### src/rtl/conv1d_pkg.sv
// Shared definitions for the parametrised 1D convolution core: host conf codes,
// STATUS/CTRL bit positions, FSM states and the accumulator sizing rule.
package conv1d_pkg;

  localparam int CONF_MEM_X  = 0;
  localparam int CONF_MEM_Y  = 1;
  localparam int CONF_SIZE_X = 2;
  localparam int CONF_SIZE_Y = 3;
  localparam int CONF_MEM_Z  = 4;
  localparam int CONF_STATUS = 5;
  localparam int CONF_CTRL   = 6;

  localparam int STAT_DONE = 0;
  localparam int STAT_BUSY = 1;
  localparam int STAT_ERR  = 2;

  localparam int CTRL_INT_EN  = 0;
  localparam int CTRL_SIGNED  = 1;
  localparam int CTRL_INT_CLR = 2;

  typedef enum logic [2:0] {IDLE, CHECK, CLEAR, MAC, STORE, DONE} convStateT;

  // Wide enough that Y_DEPTH full-scale products can never overflow.
  function automatic int accWidth(input int sampleW, input int yDepth);
    return 2 * sampleW + $clog2(yDepth);
  endfunction

endpackage

### src/rtl/conv1d_mac.sv
// Signed/unsigned multiply-accumulate with clear, plus the store-stage reduction
// to OUT_W bits (clamp when CONV1D_SAT_EN is defined, otherwise wrap).
module conv1d_mac
  import conv1d_pkg::*;
#(
  parameter int SAMPLE_W = 8,
  parameter int OUT_W    = 16,
  parameter int ACC_W    = accWidth(8, 32)
) (
  input  logic                clk,
  input  logic                en,
  input  logic                clr,
  input  logic                accEn,
  input  logic                signedMode,
  input  logic [SAMPLE_W-1:0] sampleA,
  input  logic [SAMPLE_W-1:0] sampleB,
  output logic [OUT_W-1:0]    storeVal
);

  logic signed [SAMPLE_W:0] aExt_p0;
  logic signed [SAMPLE_W:0] bExt_p0;
  logic signed [ACC_W-1:0]  prod_p0;
  logic signed [ACC_W-1:0]  acc_p1;

  // One extra bit lets the same signed multiplier serve both modes.
  assign aExt_p0 = $signed({signedMode & sampleA[SAMPLE_W-1], sampleA});
  assign bExt_p0 = $signed({signedMode & sampleB[SAMPLE_W-1], sampleB});
  assign prod_p0 = ACC_W'(aExt_p0) * ACC_W'(bExt_p0);

  // p0 -> p1: accumulator register
  always_ff @(posedge clk) begin
    if (en) begin
      if (clr) begin
        acc_p1 <= '0;
      end else if (accEn) begin
        acc_p1 <= acc_p1 + prod_p0;
      end
    end
  end

`ifdef CONV1D_SAT_EN
  function automatic logic [OUT_W-1:0] satStore(input logic signed [ACC_W-1:0] v,
                                                input logic sgn);
    logic signed [ACC_W-1:0] sMax;
    logic signed [ACC_W-1:0] sMin;
    logic        [ACC_W-1:0] uMax;
    logic        [ACC_W-1:0] vU;
    sMax = {{(ACC_W-OUT_W+1){1'b0}}, {(OUT_W-1){1'b1}}};
    sMin = ~sMax;
    uMax = {{(ACC_W-OUT_W){1'b0}}, {OUT_W{1'b1}}};
    vU   = v;
    if (sgn) begin
      if (v > sMax)      return sMax[OUT_W-1:0];
      else if (v < sMin) return sMin[OUT_W-1:0];
      else               return v[OUT_W-1:0];
    end else begin
      if (vU > uMax)     return '1;
      else               return vU[OUT_W-1:0];
    end
  endfunction

  assign storeVal = satStore(acc_p1, signedMode);
`else
  function automatic logic [OUT_W-1:0] truncStore(input logic signed [ACC_W-1:0] v);
    return v[OUT_W-1:0];
  endfunction

  assign storeVal = truncStore(acc_p1);
`endif

endmodule

### src/rtl/conv1d_engine_param.sv
// Parametrised 1D convolution core z[n] = sum_k x[k]*y[n-k] behind a conf/data
// host strobe interface. Define CONV1D_SAT_EN to clamp stored results to OUT_W.
module conv1d_engine_param
  import conv1d_pkg::*;
#(
  parameter int DATA_W   = 32,
  parameter int CONF_W   = 5,
  parameter int SAMPLE_W = 8,
  parameter int X_DEPTH  = 32,
  parameter int Y_DEPTH  = 32,
  parameter int OUT_W    = 16
) (
  input  logic              clk,
  input  logic              rst,
  input  logic              en_s,
  input  logic [DATA_W-1:0] data_in,
  output logic [DATA_W-1:0] data_out,
  input  logic              write,
  input  logic              read,
  input  logic              start,
  input  logic [CONF_W-1:0] conf_dbus,
  output logic              int_req,
  output logic              busy
);

  localparam int Z_DEPTH = X_DEPTH + Y_DEPTH - 1;
  localparam int XP_W    = (X_DEPTH > 1) ? $clog2(X_DEPTH) : 1;
  localparam int YP_W    = (Y_DEPTH > 1) ? $clog2(Y_DEPTH) : 1;
  localparam int ZP_W    = $clog2(Z_DEPTH);
  localparam int ACC_W   = accWidth(SAMPLE_W, Y_DEPTH);

  localparam logic [CONF_W-1:0] cMemX   = CONF_W'(CONF_MEM_X);
  localparam logic [CONF_W-1:0] cMemY   = CONF_W'(CONF_MEM_Y);
  localparam logic [CONF_W-1:0] cSizeX  = CONF_W'(CONF_SIZE_X);
  localparam logic [CONF_W-1:0] cSizeY  = CONF_W'(CONF_SIZE_Y);
  localparam logic [CONF_W-1:0] cMemZ   = CONF_W'(CONF_MEM_Z);
  localparam logic [CONF_W-1:0] cStatus = CONF_W'(CONF_STATUS);
  localparam logic [CONF_W-1:0] cCtrl   = CONF_W'(CONF_CTRL);

  convStateT state, nextState;

  logic [SAMPLE_W-1:0] memX [X_DEPTH];
  logic [SAMPLE_W-1:0] memY [Y_DEPTH];
  logic [OUT_W-1:0]    memZ [Z_DEPTH];

  logic [CONF_W-1:0] confPrev;
  logic              confChg;
  logic [XP_W-1:0]   ptrX, xEff, xNext;
  logic [YP_W-1:0]   ptrY, yEff, yNext;
  logic [ZP_W-1:0]   ptrZ, zEff, zNext;

  logic [DATA_W-1:0] sizeX, sizeY;
  logic              modeSigned, intEn, doneFlag, errFlag, intReq;

  logic [ZP_W-1:0]   nIdx;
  logic [YP_W-1:0]   kIdx;
  logic [DATA_W-1:0] nW, kW, jW;
  logic [XP_W-1:0]   xIdx;
  logic              sizesOk, lastK, lastN, tapValid;

  logic              startOk, macClr, macAcc, zWe, setErr, setDone;
  logic              hostRd;
  logic [DATA_W-1:0] rdData;
  logic [OUT_W-1:0]  zRd, zStore;
  logic [SAMPLE_W-1:0] xSample, ySample;

  assign busy    = (state != IDLE);
  assign int_req = intReq;
  assign hostRd  = read & ~write;

  // Pointers read as zero on the very cycle the target changes.
  assign confChg = (conf_dbus != confPrev);
  assign xEff    = confChg ? '0 : ptrX;
  assign yEff    = confChg ? '0 : ptrY;
  assign zEff    = confChg ? '0 : ptrZ;
  assign xNext   = (xEff == XP_W'(X_DEPTH-1)) ? '0 : xEff + XP_W'(1);
  assign yNext   = (yEff == YP_W'(Y_DEPTH-1)) ? '0 : yEff + YP_W'(1);
  assign zNext   = (zEff == ZP_W'(Z_DEPTH-1)) ? '0 : zEff + ZP_W'(1);

  assign nW       = DATA_W'(nIdx);
  assign kW       = DATA_W'(kIdx);
  assign jW       = nW - kW;
  assign xIdx     = jW[XP_W-1:0];
  assign tapValid = (kW <= nW) && (jW < sizeX);
  assign sizesOk  = (sizeX != '0) && (sizeX <= DATA_W'(X_DEPTH)) &&
                    (sizeY != '0) && (sizeY <= DATA_W'(Y_DEPTH));
  assign lastK    = (kW == sizeY - DATA_W'(1));
  assign lastN    = (nW == sizeX + sizeY - DATA_W'(2));

  assign xSample = memX[xIdx];
  assign ySample = memY[kIdx];
  assign zRd     = memZ[zEff];

  always_comb begin
    nextState = state;
    startOk   = 1'b0;
    macClr    = 1'b0;
    macAcc    = 1'b0;
    zWe       = 1'b0;
    setErr    = 1'b0;
    setDone   = 1'b0;
    case (state)
      IDLE:  if (start) begin
               startOk   = 1'b1;
               nextState = CHECK;
             end
      CHECK: if (sizesOk) nextState = CLEAR;
             else begin
               setErr    = 1'b1;
               nextState = DONE;
             end
      CLEAR: begin
               macClr    = 1'b1;
               nextState = MAC;
             end
      MAC:   begin
               macAcc = tapValid;
               if (lastK) nextState = STORE;
             end
      STORE: begin
               zWe       = 1'b1;
               nextState = lastN ? DONE : CLEAR;
             end
      DONE:  begin
               setDone   = 1'b1;
               nextState = IDLE;
             end
      default: nextState = IDLE;
    endcase
  end

  always_comb begin
    rdData = '0;
    case (conf_dbus)
      cSizeX:  rdData = sizeX;
      cSizeY:  rdData = sizeY;
      cMemZ:   rdData = modeSigned ? {{(DATA_W-OUT_W){zRd[OUT_W-1]}}, zRd}
                                   : {{(DATA_W-OUT_W){1'b0}}, zRd};
      cStatus: begin
                 rdData[STAT_DONE] = doneFlag;
                 rdData[STAT_BUSY] = busy;
                 rdData[STAT_ERR]  = errFlag;
               end
      cCtrl:   begin
                 rdData[CTRL_INT_EN] = intEn;
                 rdData[CTRL_SIGNED] = modeSigned;
               end
      default: rdData = '0;
    endcase
  end

  always_ff @(posedge clk) begin
    if (!rst) begin
      state      <= IDLE;
      confPrev   <= '0;
      ptrX       <= '0;
      ptrY       <= '0;
      ptrZ       <= '0;
      sizeX      <= DATA_W'(1);
      sizeY      <= DATA_W'(1);
      modeSigned <= 1'b0;
      intEn      <= 1'b0;
      doneFlag   <= 1'b0;
      errFlag    <= 1'b0;
      intReq     <= 1'b0;
      data_out   <= '0;
      nIdx       <= '0;
      kIdx       <= '0;
    end else if (en_s) begin
      state    <= nextState;
      confPrev <= conf_dbus;
      ptrX     <= xEff;
      ptrY     <= yEff;
      ptrZ     <= zEff;
      if (write) begin
        case (conf_dbus)
          cMemX:  if (!busy) ptrX <= xNext;
          cMemY:  if (!busy) ptrY <= yNext;
          cSizeX: sizeX <= data_in;
          cSizeY: sizeY <= data_in;
          cCtrl:  begin
                    intEn      <= data_in[CTRL_INT_EN];
                    modeSigned <= data_in[CTRL_SIGNED];
                    if (data_in[CTRL_INT_CLR]) intReq <= 1'b0;
                  end
          default: ;
        endcase
      end else if (hostRd) begin
        data_out <= rdData;
        if (conf_dbus == cMemZ) ptrZ <= zNext;
      end
      if (setErr) errFlag <= 1'b1;
      if (setDone) begin
        doneFlag <= 1'b1;
        if (intEn) intReq <= 1'b1;
      end
      if (startOk) begin
        ptrX     <= '0;
        ptrY     <= '0;
        ptrZ     <= '0;
        doneFlag <= 1'b0;
        errFlag  <= 1'b0;
        intReq   <= 1'b0;
      end
      case (state)
        CHECK:   nIdx <= '0;
        CLEAR:   kIdx <= '0;
        MAC:     kIdx <= kIdx + YP_W'(1);
        STORE:   if (!lastN) nIdx <= nIdx + ZP_W'(1);
        default: ;
      endcase
    end
  end

  always_ff @(posedge clk) begin
    if (rst && en_s) begin
      if (write && !busy && conf_dbus == cMemX) memX[xEff] <= data_in[SAMPLE_W-1:0];
      if (write && !busy && conf_dbus == cMemY) memY[yEff] <= data_in[SAMPLE_W-1:0];
      if (zWe) memZ[nIdx] <= zStore;
    end
  end

  conv1d_mac #(
    .SAMPLE_W(SAMPLE_W),
    .OUT_W   (OUT_W),
    .ACC_W   (ACC_W)
  ) uMac (
    .clk       (clk),
    .en        (en_s),
    .clr       (macClr),
    .accEn     (macAcc),
    .signedMode(modeSigned),
    .sampleA   (xSample),
    .sampleB   (ySample),
    .storeVal  (zStore)
  );

endmodule

### config.mk
export PLATFORM = sky130hd
export DESIGN_NAME = conv1d_engine_param
export DESIGN_NICKNAME = d
export VERILOG_FILES = /design/src/rtl/conv1d_pkg.sv /design/src/rtl/conv1d_mac.sv /design/src/rtl/conv1d_engine_param.sv
export SDC_FILE = /design/constraint.sdc
export NUM_CORES = 2
export LEC_CHECK = 0
export CAP_MARGIN = 40
export CORE_UTILIZATION = 47
export DETAILED_ROUTE_END_ITERATION = 7
export HOLD_SLACK_MARGIN = 0.06
export PLACE_DENSITY = 0.64
export SLEW_MARGIN = 40
export SYNTH_ARGS = -nofsm -noshare
export SYNTH_HDL_FRONTEND = slang
export SYNTH_HIERARCHICAL = 1
export SYNTH_SLANG_ARGS = --single-unit
### constraint.sdc
create_clock -name clk -period 17.2 [get_ports clk]
set_input_delay 3.44 -clock clk [delete_from_list [all_inputs] [get_ports clk]]
set_output_delay 3.44 -clock clk [all_outputs]
set_load 0.05 [all_outputs]
==> results.yml <==
cts:
  cts_buffer_depth: 3
  clk_latency_ns: 0.84
  cts_num_sinks: 1677
  tritoncts: "yes"
  post-cts-setup-buffers: 0
  cts_root_buf: "clkbuf_16"
  cts.htree.levels: 4
  cts_buffers: 170
  clk_pin_slew_ns: 0.06
  cts_hold_buf: 0
  cts_resized: 0
placement:
  place_ws_ns: 7.960
  port_buffers: 76
  place_congestion: 0.9029
  placed_area_sq_um: 76840
  place_inst: 7137
  hpwl_um: 124100
cells_and_area:
  drive_above_1_share: 0.1417
  finalInstanceArea_sq_um: 82370
  area_growth_pct: 12.39
  fin_nets: 5542
  fin_cells: 7452
  post-route-util: 0.5334
worst_setup_path:
  cpMostUsedCell: "fa_1"
  cp-start-kind: "flop"
  path_cells: "inv_1 > fa_2 > buf_4 > mux4_2 > mux4_2 > mux2_2 > and2_1 > nand2_1 > fa_1 > inv_1 > fa_1 > fa_1 > fa_1 > inv_1 > fa_1 > inv_1 > ha_1 > or3_2 > a2111oi_0 > o311ai_0 > nand2_1"
  critPathLaunch: "nIdx[1]$_SDFFE_PN0P_"
  crit_fanout: 43
  crit_path_end_kind: "flop"
  cp.required_ns: 17.84
  cpMaxStageDelayCell: "fa_2"
  cp.arrival_ns: 9.27
  rr_startpoint: "nIdx[1]$_SDFFE_PN0P_"
  critPathMaxStageDelay_ns: 1.08
  crit_type: "flop to flop"
drt:
  drtIter0Drc: 5479
  wl_per_cell_um: 26.81
  via_count: 45570
  drt_wl_total_um: 199800
  drtAntennaViolNets: 0
  first_pass_iters: 8
  drc: 10
  viasPerCell: 6.115
pwr:
  ir_drop_mv: 0.1785
  clock_power_share: 0.356
  p_int_mw: 7.356
  combPwrFrac: 0.180
  p_sw_mw: 2.706
  p_per_area_nw_per_um2: 122.2
  power_frac_seq: 0.464
  power_mw: 10.06
  p_sw_frac: 0.2690
  p_leak_nw: 27.40
timing:
  worst_pin_slew_ns: 0.9374
  final_max_slew_viol_count: 0
  fin_crit_ns: 8.627
  slew_headroom: 0.3733
  whs_ns: 0.4584
  finalCritPeriodShare: 0.5016
  fin_tns_setup_ns: 0
  setup_viol: 0
  hold_violations: 0
  skew_ns: 0.06457
  rsz0062_at_grt: "false"
  worst_slack_ns: 8.573
  max_freq_mhz: 115.9
run:
  drv_cap: 0
floorplanning:
  dieArea_sq_um: 157500
  coreArea_sq_um: 154400
  die_h_um: 396.9
  initial_core_util: 0.4746
  io_pins: 77
  dieWidth_um: 396.9
  row_count: 144
synth:
  yosysUniqueCellTypes: 93
  synth-xor-area-share: 0.007922
  muxShareOfSynthArea: 0.08328
  ys.flop_type: "edfxtp_1"
  synthSimpleGateAreaFrac: 0.07894
  syn_avg_cell_area_sq_um: 14.22
  synth_edf_count: 1536
  synth_seq_cells: 1677
  netlist_instances: 5154
  synth-compound-area-share: 0.08541
  synth.cell_area_sq_um: 73290
  yosysWarnings: 6
  postSynth.asyncResetShare: 0
  synthAdderAreaFrac: 0.04722
  seq_area_frac_synth: 0.6679
  syn_nets: 5428
  synth_top_family_by_area: "compound AO/OA/AOI/OAI gates"
hold_path:
  hold_class: "flop to flop"
  min-delay-start: "data_out[15]$_SDFFE_PN0P_"
run_status:
  violations: "design-rule violations"
  status: "finished, violations left"
global_route:
  gr-total-overflow: 0
  antenna_found_initial: 5
  grt_pass1_wl_um: 293700
  grt_max_degree: 94
  grt.total_usage: 0.2520
  grt_pass1_vias: 44030
[cell usage after synthesis (all sizes together), types with 56 or more instances]
library cell	n	share of area
nand2	622	0.032
mux4	169	0.052
a221oi	101	0.012
dfxtp	141	0.039
a21oi	282	0.019
mux2	92	0.014
buf	85	0.0052
nand3	120	0.0083
a222oi	56	0.0076
o21ai	200	0.014
nor2	293	0.015
fa	76	0.021
ha	155	0.026
edfxtp	1536	0.63
clkbuf	208	0.011
mux2i	126	0.017
inv	262	0.013
[worst max-delay path, delay by kind of cell (launching register included)]
kind / cells / cell delay, ns
buffers and inverters: 5 / 1.20
AND/OR/NAND/NOR: 4 / 1.03
AO/OA/AOI/OAI: 2 / 0.59
adder cells (fa/ha/maj): 7 / 3.70
multiplexers: 3 / 1.32
flip-flops: 1 / 0.56
[final timing paths]
path,to,slack (ns),cells past startpoint
max,uMac/acc_p1[15]$_SDFFCE_PP0P_,8.57,21
min,data_out[15]$_SDFFE_PN0P_,0.46,2
max reg2reg,uMac/acc_p1[15]$_SDFFCE_PP0P_,8.57,21
min reg2reg,data_out[15]$_SDFFE_PN0P_,0.46,2
[cell families (layout without fill, tap and decap cells)]
| kind of cell | Yosys count | count (layout) |
|---|---|---|
| xor+xnor | 63 | 63 |
| other cells | 0 | 1 |
| simple gates | 1307 | 1307 |
| flops | 1677 | 1677 |
| buf+inv | 557 | 810 |
| compound gates | 932 | 932 |
| fa+ha+maj | 231 | 231 |
| mux | 387 | 387 |
[layout make-up]
type / instances / area [sq um]
antenna: 1 / 2.502
tap: 2044 / 2557
multi-input combinational: 2920 / 22500
timing repair buffer: 235 / 1962
inverter: 264 / 1007
sequential: 1677 / 48960
fill: 12490 / 72040
clock buffer: 242 / 4708
clock inverter: 69 / 676.9
[cell usage in the layout, fill, tap and decap left out, drive strengths merged, types with 19 or more instances in the layout]
cell,synthesis,routed
ha,155,155
buf,85,169
o211ai,24,24
edfxtp,1536,1536
nor2,293,293
clkbuf,208,242
clkinv,2,57
xnor2,36,36
mux4,169,169
o21a,20,20
a211oi,19,19
o21ai,200,200
xor2,25,25
a31oi,42,42
nor4,22,22
mux2,92,92
and2,47,47
nand3,120,120
a221oi,101,101
nor3,47,47
mux2i,126,126
fa,76,76
o22ai,27,27
clkdlybuf4s50,0,66
dfxtp,141,141
a221o,20,20
nand4,51,51
inv,262,268
a222oi,56,56
nand2,622,622
a21oi,282,282
and3,20,20
[metal layers]
layer,vias up,global-route usage,wire length (um)
li1,19910,-,-
met1,23070,0.3596,83600
met2,2219,0.3916,92100
met3,364,0.04465,17700
met4,6,0.08260,6331
met5,-,0,30
[power groups by stage]
stage	clock [mW]	combinational [mW]	sequential (mW)
3_5_place_dp	0	1.79	4.75
3_3_place_gp	0	1.74	4.75
6_report	3.58	1.81	4.67
5_1_grt	3.76	2.03	4.67
2_1_floorplan	0	1.21	4.83
4_1_cts	3.62	1.80	4.67
[state kept, by name, summed over array words and instances (netlist names), named ones only]
signal / flops
confPrev: 5
data_out: 32
doneFlag: 1
errFlag: 1
intEn: 1
int_req: 1
kIdx: 5
memX: 256
memY: 256
memZ: 1008
modeSigned: 1
nIdx: 6
ptrX: 5
ptrY: 5
ptrZ: 6
sizeX: 32
sizeY: 32
state: 3
uMac/acc_p1: 16
Power figures use the tool's default switching activity.
